$ cat src/rtl/taiga_fifo_safe_pkg.sv
// Shared defaults and sizing helper for the overflow/underflow-safe FIFO.
package taiga_fifo_safe_pkg;

  localparam int unsigned DEF_DATA_WIDTH = 32;
  localparam int unsigned DEF_FIFO_DEPTH = 6;

  // Bits needed to hold an occupancy of 0..depth inclusive.
  function automatic int unsigned count_width(input int unsigned depth);
    return $clog2(depth + 1);
  endfunction

endpackage

$ cat src/rtl/taiga_fifo_safe_if.sv
// Producer/consumer bus of the safe FIFO: handshake, payload and status.
interface taiga_fifo_safe_if
  import taiga_fifo_safe_pkg::*;
#(
  parameter int unsigned DATA_WIDTH = DEF_DATA_WIDTH,
  parameter int unsigned CW         = count_width(DEF_FIFO_DEPTH)
);
  logic                  push;
  logic [DATA_WIDTH-1:0] data_in;
  logic                  pop;
  logic                  flush;
  logic                  err_clr;
  logic [DATA_WIDTH-1:0] data_out;
  logic                  valid;
  logic                  full;
  logic                  almost_full;
  logic                  almost_empty;
  logic [CW-1:0]         count;
  logic                  overflow;
  logic                  underflow;

  modport master (
    output push, data_in, pop, flush, err_clr,
    input  data_out, valid, full, almost_full, almost_empty, count, overflow, underflow
  );

  modport slave (
    input  push, data_in, pop, flush, err_clr,
    output data_out, valid, full, almost_full, almost_empty, count, overflow, underflow
  );
endinterface

$ cat src/rtl/taiga_fifo_mod_counter.sv
// Modulo-MOD incrementing index with enable and synchronous clear.
module taiga_fifo_mod_counter #(
  parameter  int unsigned MOD = 6,
  localparam int unsigned W   = (MOD > 1) ? $clog2(MOD) : 1
) (
  input  logic         clk,
  input  logic         rst_n,
  input  logic         en,
  input  logic         clr,
  output logic [W-1:0] idx
);

  // Explicit compare-and-wrap so non-power-of-two MOD never reaches an unused code.
  always_ff @(posedge clk or negedge rst_n) begin
    if (!rst_n) begin
      idx <= '0;
    end else if (clr) begin
      idx <= '0;
    end else if (en) begin
      idx <= (idx == W'(MOD - 1)) ? '0 : idx + W'(1);
    end
  end

endmodule

$ cat src/rtl/taiga_fifo_safe.sv
// Exact-depth FWFT FIFO with occupancy, programmable almost flags, flush and sticky errors.
module taiga_fifo_safe
  import taiga_fifo_safe_pkg::*;
#(
  parameter int unsigned DATA_WIDTH = DEF_DATA_WIDTH,
  parameter int unsigned FIFO_DEPTH = DEF_FIFO_DEPTH,
  parameter int unsigned AF_THRESH  = FIFO_DEPTH - 1,
  parameter int unsigned AE_THRESH  = 1
) (
  input logic             clk,
  input logic             rst_n,
  taiga_fifo_safe_if.slave bus
);

  localparam int unsigned CW = count_width(FIFO_DEPTH);
  localparam int unsigned IW = $clog2(FIFO_DEPTH);

  if (FIFO_DEPTH < 2) begin : g_bad_depth
    $error("taiga_fifo_safe: FIFO_DEPTH must be >= 2");
  end
  if (AF_THRESH < 1 || AF_THRESH > FIFO_DEPTH) begin : g_bad_af
    $error("taiga_fifo_safe: AF_THRESH must be in 1..FIFO_DEPTH");
  end
  if (AE_THRESH > FIFO_DEPTH - 1) begin : g_bad_ae
    $error("taiga_fifo_safe: AE_THRESH must be in 0..FIFO_DEPTH-1");
  end

  logic [DATA_WIDTH-1:0] mem [FIFO_DEPTH];
  logic [IW-1:0]         wr_idx;
  logic [IW-1:0]         rd_idx;
  logic [CW-1:0]         count_q;
  logic [CW-1:0]         count_nxt;
  logic                  valid_q;
  logic                  full_q;
  logic                  almost_full_q;
  logic                  almost_empty_q;
  logic                  overflow_q;
  logic                  underflow_q;
  logic                  push_ok;
  logic                  pop_ok;
  logic                  ovf_set;
  logic                  unf_set;

  // A pop frees a slot in the same cycle, so a full FIFO may still accept a push.
  assign pop_ok  = bus.pop & valid_q & ~bus.flush;
  assign push_ok = bus.push & ~bus.flush & (~full_q | pop_ok);
  assign ovf_set = bus.push & ~bus.flush & ~push_ok;
  assign unf_set = bus.pop & ~bus.flush & ~pop_ok;

  taiga_fifo_mod_counter #(.MOD(FIFO_DEPTH)) u_wr_idx (
    .clk   (clk),
    .rst_n (rst_n),
    .en    (push_ok),
    .clr   (bus.flush),
    .idx   (wr_idx)
  );

  taiga_fifo_mod_counter #(.MOD(FIFO_DEPTH)) u_rd_idx (
    .clk   (clk),
    .rst_n (rst_n),
    .en    (pop_ok),
    .clr   (bus.flush),
    .idx   (rd_idx)
  );

  // Payload storage carries no reset; valid gates its use.
  always_ff @(posedge clk) begin
    if (push_ok) begin
      mem[wr_idx] <= bus.data_in;
    end
  end

  always_comb begin
    count_nxt = count_q;
    if (bus.flush) begin
      count_nxt = '0;
    end else if (push_ok && !pop_ok) begin
      count_nxt = count_q + CW'(1);
    end else if (pop_ok && !push_ok) begin
      count_nxt = count_q - CW'(1);
    end
  end

  // Status is compared against the next count so every flag is a flop tracking count_q.
  always_ff @(posedge clk or negedge rst_n) begin
    if (!rst_n) begin
      count_q        <= '0;
      valid_q        <= 1'b0;
      full_q         <= 1'b0;
      almost_full_q  <= 1'b0;
      almost_empty_q <= 1'b1;
      overflow_q     <= 1'b0;
      underflow_q    <= 1'b0;
    end else begin
      count_q        <= count_nxt;
      valid_q        <= (count_nxt != '0);
      full_q         <= (count_nxt == CW'(FIFO_DEPTH));
      almost_full_q  <= (count_nxt >= CW'(AF_THRESH));
      almost_empty_q <= (count_nxt <= CW'(AE_THRESH));
      overflow_q     <= ovf_set | (overflow_q & ~bus.err_clr);
      underflow_q    <= unf_set | (underflow_q & ~bus.err_clr);
    end
  end

  assign bus.data_out     = mem[rd_idx];
  assign bus.valid        = valid_q;
  assign bus.full         = full_q;
  assign bus.almost_full  = almost_full_q;
  assign bus.almost_empty = almost_empty_q;
  assign bus.count        = count_q;
  assign bus.overflow     = overflow_q;
  assign bus.underflow    = underflow_q;

endmodule

$ cat src/flat_wrapper.sv
// flat-port wrapper written by rule: the top's interface ports become plain ports
module taiga_fifo_safe_flat import taiga_fifo_safe_pkg::*;
#(
  parameter int unsigned DATA_WIDTH = DEF_DATA_WIDTH,
  parameter int unsigned FIFO_DEPTH = DEF_FIFO_DEPTH,
  parameter int unsigned AF_THRESH  = FIFO_DEPTH - 1,
  parameter int unsigned AE_THRESH  = 1
)
  (clk, rst_n, bus_push, bus_data_in, bus_pop, bus_flush, bus_err_clr, bus_data_out, bus_valid, bus_full, bus_almost_full, bus_almost_empty, bus_count, bus_overflow, bus_underflow);
  taiga_fifo_safe_if #(.DATA_WIDTH(DATA_WIDTH), .CW(3)) bus_i ();
  input logic clk;
  input logic rst_n;
  input wire logic [$bits(bus_i.push)-1:0] bus_push;
  input wire logic [$bits(bus_i.data_in)-1:0] bus_data_in;
  input wire logic [$bits(bus_i.pop)-1:0] bus_pop;
  input wire logic [$bits(bus_i.flush)-1:0] bus_flush;
  input wire logic [$bits(bus_i.err_clr)-1:0] bus_err_clr;
  output wire logic [$bits(bus_i.data_out)-1:0] bus_data_out;
  output wire logic [$bits(bus_i.valid)-1:0] bus_valid;
  output wire logic [$bits(bus_i.full)-1:0] bus_full;
  output wire logic [$bits(bus_i.almost_full)-1:0] bus_almost_full;
  output wire logic [$bits(bus_i.almost_empty)-1:0] bus_almost_empty;
  output wire logic [$bits(bus_i.count)-1:0] bus_count;
  output wire logic [$bits(bus_i.overflow)-1:0] bus_overflow;
  output wire logic [$bits(bus_i.underflow)-1:0] bus_underflow;
  assign bus_i.push = bus_push;
  assign bus_i.data_in = bus_data_in;
  assign bus_i.pop = bus_pop;
  assign bus_i.flush = bus_flush;
  assign bus_i.err_clr = bus_err_clr;
  assign bus_data_out = bus_i.data_out;
  assign bus_valid = bus_i.valid;
  assign bus_full = bus_i.full;
  assign bus_almost_full = bus_i.almost_full;
  assign bus_almost_empty = bus_i.almost_empty;
  assign bus_count = bus_i.count;
  assign bus_overflow = bus_i.overflow;
  assign bus_underflow = bus_i.underflow;
  taiga_fifo_safe #(.DATA_WIDTH(DATA_WIDTH), .FIFO_DEPTH(FIFO_DEPTH), .AF_THRESH(AF_THRESH), .AE_THRESH(AE_THRESH)) u_core (.clk(clk), .rst_n(rst_n), .bus(bus_i));
endmodule
$ cat config.mk
export PLATFORM = sky130hd
export DESIGN_NAME = taiga_fifo_safe_flat
export DESIGN_NICKNAME = d
export VERILOG_FILES = /design/src/rtl/taiga_fifo_safe_pkg.sv /design/src/rtl/taiga_fifo_safe_if.sv /design/src/rtl/taiga_fifo_mod_counter.sv /design/src/rtl/taiga_fifo_safe.sv /design/src/flat_wrapper.sv
export SDC_FILE = /design/constraint.sdc
export NUM_CORES = 1
export LEC_CHECK = 0
export CAP_MARGIN = 20
export CORE_UTILIZATION = 45
export DETAILED_ROUTE_END_ITERATION = 7
export HOLD_SLACK_MARGIN = 0.15
export PLACE_DENSITY_LB_ADDON = 0.05
export SYNTH_ARGS = -nofsm -noshare
export SYNTH_HDL_FRONTEND = slang
export SYNTH_SLANG_ARGS = --single-unit
$ cat constraint.sdc
create_clock -name clk -period 4.37 [get_ports clk]
set_clock_uncertainty 0.15 [all_clocks]
set_input_delay 1.0925 -clock clk [delete_from_list [all_inputs] [get_ports clk]]
set_output_delay 1.0925 -clock clk [all_outputs]
set_load 0.03 [all_outputs]
==> reports/results.md <==
| Metric | Value | Unit |
|:---|:---|:---|
| Area of all placed cells without fillers | 9877 | um^2 |
| Placed standard-cell area | 9218 | um^2 |
| Min Tclk post-route | 3.981 | ns |
| Overall power of the completed layout | 4.707 | mW |
| Number of instances in the synthesized netlist | 418 | - |
| CTS H-tree depth | 1 | - |
| Num CTS Buffers | 22 | - |
| Number of design-rule violations left by the first detailed-router iteration | 203 | - |
| Number of remaining DRC errors | 0 | - |
| Share of total power in the clock network | 36.3 | % |
| Die height | 135.3 | um |
| Synthesized Nets | 458 | - |
| Critical-path cell with the highest stage delay | clkdlybuf4s50_1 | - |
| Setup TNS Final | 0 | ns |
| Placed cell count | 721 | - |
| Buffer depth of the longest clock path | 3 | - |
| GP Congestion | 0.7666 | - |
| Wire length on met1 | 7147 | um |
| Maximum clock frequency | 251.2 | MHz |
| Overflow left after global routing | 0 | - |
| Post-synth ARST share | 7.246 | % |
| Met2 wire len | 7025 | um |
| Most repeated cell in the gate-level netlist after synthesis | edfxtp_1 | - |
| Simple-gate area share of the yosys netlist | 4.270 | % |
| Antenna violations before repair | 0 | - |
| TritonCTS Sinks | 207 | - |
| Final number of hold-violating endpoints | 0 | - |
| Non-Filler Instances | 757 | - |
| Met3 Wirelength | 598 | um |
| Critical path endpoint | bus_data_out[12] | - |
| Critical Path Sink Type | output pin | - |
| Largest net degree at the start of global routing | 33 | - |
| Seq pwr share | 48.5 | % |
| Top layer reached by signal wires | met4 | - |
| Max-cap violation count | 0 | - |
| Portion of netlist area occupied by mux cells | 13.18 | % |
| RSZ-0062 raised after global routing | no | - |
| Leakage component of the power | 3.240 | nW |
| TritonCTS clock tree | done | - |
| Worst r2r path cells | 4 | - |
| Complex-gate fraction of the synthesized area | 3.613 | % |
| Ys Warns | 0 | - |
| Flop2flop setup slack | 2.23 | ns |
| Maximum VDD drop | 0.2747 | mV |
| Dominant cells by area after synthesis | edfxtp_1, mux4_2, dfrtp_1 | - |
| First-pass GRT wire length | 23470 | um |
| Transition time at the pin with the least slew margin | 0.6803 | ns |
| Max-slew headroom at the worst pin | 54.65 | % |
| Share of final-layout standard cells stronger than drive strength 1 | 17.67 | % |
| # IOs | 79 | - |
| Result of the run | complete, no violations | - |
| Post-CTS Hold Fix Bufs | 0 | - |
| Start point of the critical path | u_core.u_rd_idx.idx[0] | - |
| Root cell of the clock tree | clkbuf_16 | - |
| Post-CTS clock slew at the launch and capture registers of the worst setup and hold paths | 0.06 | ns |
| Routed Antenna Nets | 0 | - |
| Die Span X | 135.3 | um |
| Delay of the slowest critical-path stage | 0.64 | ns |
| Setup fix buffers added after clock tree synthesis | 0 | - |
| Netlist area before placement | 8000 | um^2 |
| Cells traversed along the worst timing path | buf_12 -> mux4_2 -> nor2_1 -> a21oi_1 -> clkdlybuf4s50_1 | - |
| Adder-cell share of the synthesized area | 0.3128 | % |
| Areal power density over the cells | 476.6 | nW/um^2 |
| Reg-to-Reg Start | u_core.bus.full | - |
| Switching pwr | 1.124 | mW |
| Largest family of logic cells by synthesized area | multiplexers | - |
| Initial core utilization | 46.09 | % |
| Startpoint kind of the worst setup timing path | flop | - |
| Data arrival at the endpoint of the critical path | 2.74 | ns |
| Capture point of the worst reg-to-reg path | u_core.mem[2][5] | - |
| Die Outline Area | 18320 | um^2 |
| # nets final | 560 | - |
| Internal power consumption | 3.583 | mW |
| Overall track demand over capacity in global routing | 17.22 | % |
| Post-synth top cells | edfxtp_1, nor2_1, a21oi_1 | - |
| Class of the worst hold path | flop to flop | - |
| Vias in the first global route | 4213 | - |
| Antenna diode count | 0 | - |
| Worst EP required | 3.13 | ns |
| Detail Placement HPWL | 8795 | um |
| Count of input and output buffers | 78 | - |
| Area fraction of the dominant cell type after synthesis | 72.07 | % |
| Ratio of final minimum period to clock period | 91.10 | % |
| Total routed wirelength | 14960 | um |
| First drt pass iteration count | 5 | - |
| Final setup fails | 0 | - |
| Detail-routed net length per standard cell | 19.77 | um |
| Number of instances resized during post-cts repair | 0 | - |
| Commonest register cell after synthesis | edfxtp_1 | - |
| Total vias in the final route | 4001 | - |
| Sequential element share of the synthesized area | 76.78 | % |
| Number of rows in the core area | 48 | - |
| Clock insertion delay at the later pin of the skew report | 0.48 | ns |
| Number of different library cells in the post-synthesis netlist | 42 | - |
| Synthesized area per cell | 19.14 | um^2 |
| XOR/XNOR share of the synthesized area | 0.3284 | % |
| Number of flip-flops and latches in the synthesized netlist | 207 | - |
| Utilization of the core after routing | 56.91 | % |
| Max Transition Viols Final | 0 | - |
| Relative contribution of combinational cells to total power | 15.2 | % |
| Max Fanout on Critical Path | 27 | - |
| Type of the setup path with the least slack | flop to output pin | - |
| Area grow syn2layout | 23.46 | % |
| Core footprint | 17360 | um^2 |
| Fraction of power spent switching nets | 23.89 | % |
| Via count normalized by instance count | 5.285 | - |
| Biggest area consumer among synthesized cells | edfxtp_1 | - |
| Number of flops mapped to enable cells by yosys | 192 | - |
layout by cell type, fill, tap and decap left out, drive strengths merged, types with 2 or more instances in the layout:
cell type and n:
edfxtp 192, clkdlybuf4s50 78, nor2 40, a21oi 35, mux2i 33, mux4 32, clkbuf 28, buf 19
dfrtp 14, inv 6, clkinv 6, nand2 4, nand2b 4, nor3b 4, nor2b 3, a21o 3
nor3 3, xnor2 2, nand3 2, a31oi 2, o211ai 2, ha 2, and4bb 2
cell families after synthesis:
family | after synthesis
buf+inv | 24
compound gates | 49
flops | 207
simple gates | 68
xor+xnor | 3
fa+ha+maj | 2
mux | 65
power groups by stage:
stage	Sequential, mW	Clock (mW)	Combinational (mW)
after floorplan	2.33	0	0.437
after detailed placement	2.32	0	0.724
final	2.28	1.71	0.716
after global routing	2.29	1.81	0.770
after CTS	2.28	1.75	0.727
after global placement	2.32	0	0.719
metrics by stage:
stage	setup slack (ns)	hold WS [ns]
after floorplan	0.06374	0.3792
after global placement	0.8563	0.3166
after detailed placement	0.8571	0.3275
after CTS	0.3197	0.3402
after global routing	0.2577	0.3690
final	0.3891	0.3305
how the worst min path moves through the flow:
stage	from	endpoint	depth (start not counted)	slack, ns
after CTS	u_core.bus.underflow	u_core.bus.underflow	1	0.34
after floorplan	u_core.u_wr_idx.idx[1]	u_core.u_wr_idx.idx[1]	1	0.38
after global placement	u_core.bus.underflow	u_core.bus.underflow	1	0.32
after detailed placement	u_core.bus.underflow	u_core.bus.underflow	1	0.33
after global routing	u_core.bus.underflow	u_core.bus.underflow	1	0.37
final	u_core.bus.underflow	u_core.bus.underflow	1	0.33
metal layers:
metal | global-route usage, % | vias to the layer above
li1 | - | 1871
met3 | 2.843 | 15
met2 | 27.18 | 84
met4 | 4.307 | 0
met5 | 0 | -
met1 | 25.11 | 2031
state kept, by name, summed over array words and instances, names as in the netlist:
| signal | flops |
|---|---|
| u_core.bus.almost_empty | 1 |
| u_core.bus.almost_full | 1 |
| u_core.bus.count | 3 |
| u_core.bus.full | 1 |
| u_core.bus.overflow | 1 |
| u_core.bus.underflow | 1 |
| u_core.bus.valid | 1 |
| u_core.mem | 192 |
| u_core.u_rd_idx.idx | 3 |
| u_core.u_wr_idx.idx | 3 |
cell type report:
type | instances | area, um^2
Fill cell | 1341 | 7480
Tap cell | 225 | 281.5
Multi-Input combinational cell | 187 | 1795
Sequential cell | 207 | 6148
Clock inverter | 8 | 65.06
Inverter | 5 | 18.77
Timing Repair Buffer | 97 | 973.4
Clock buffer | 28 | 594.3
critical path, delay by kind of cell, from the launching register on:
| kind | cells | cell delay (ns) |
|---|---|---|
| DFF | 1 | 0.61 |
| AOI/OAI and AO/OA | 1 | 0.08 |
| and+or+nand+nor | 1 | 0.09 |
| buffers and inverters | 2 | 0.92 |
| muxes | 1 | 0.52 |
(Power assumes the default switching activity.)
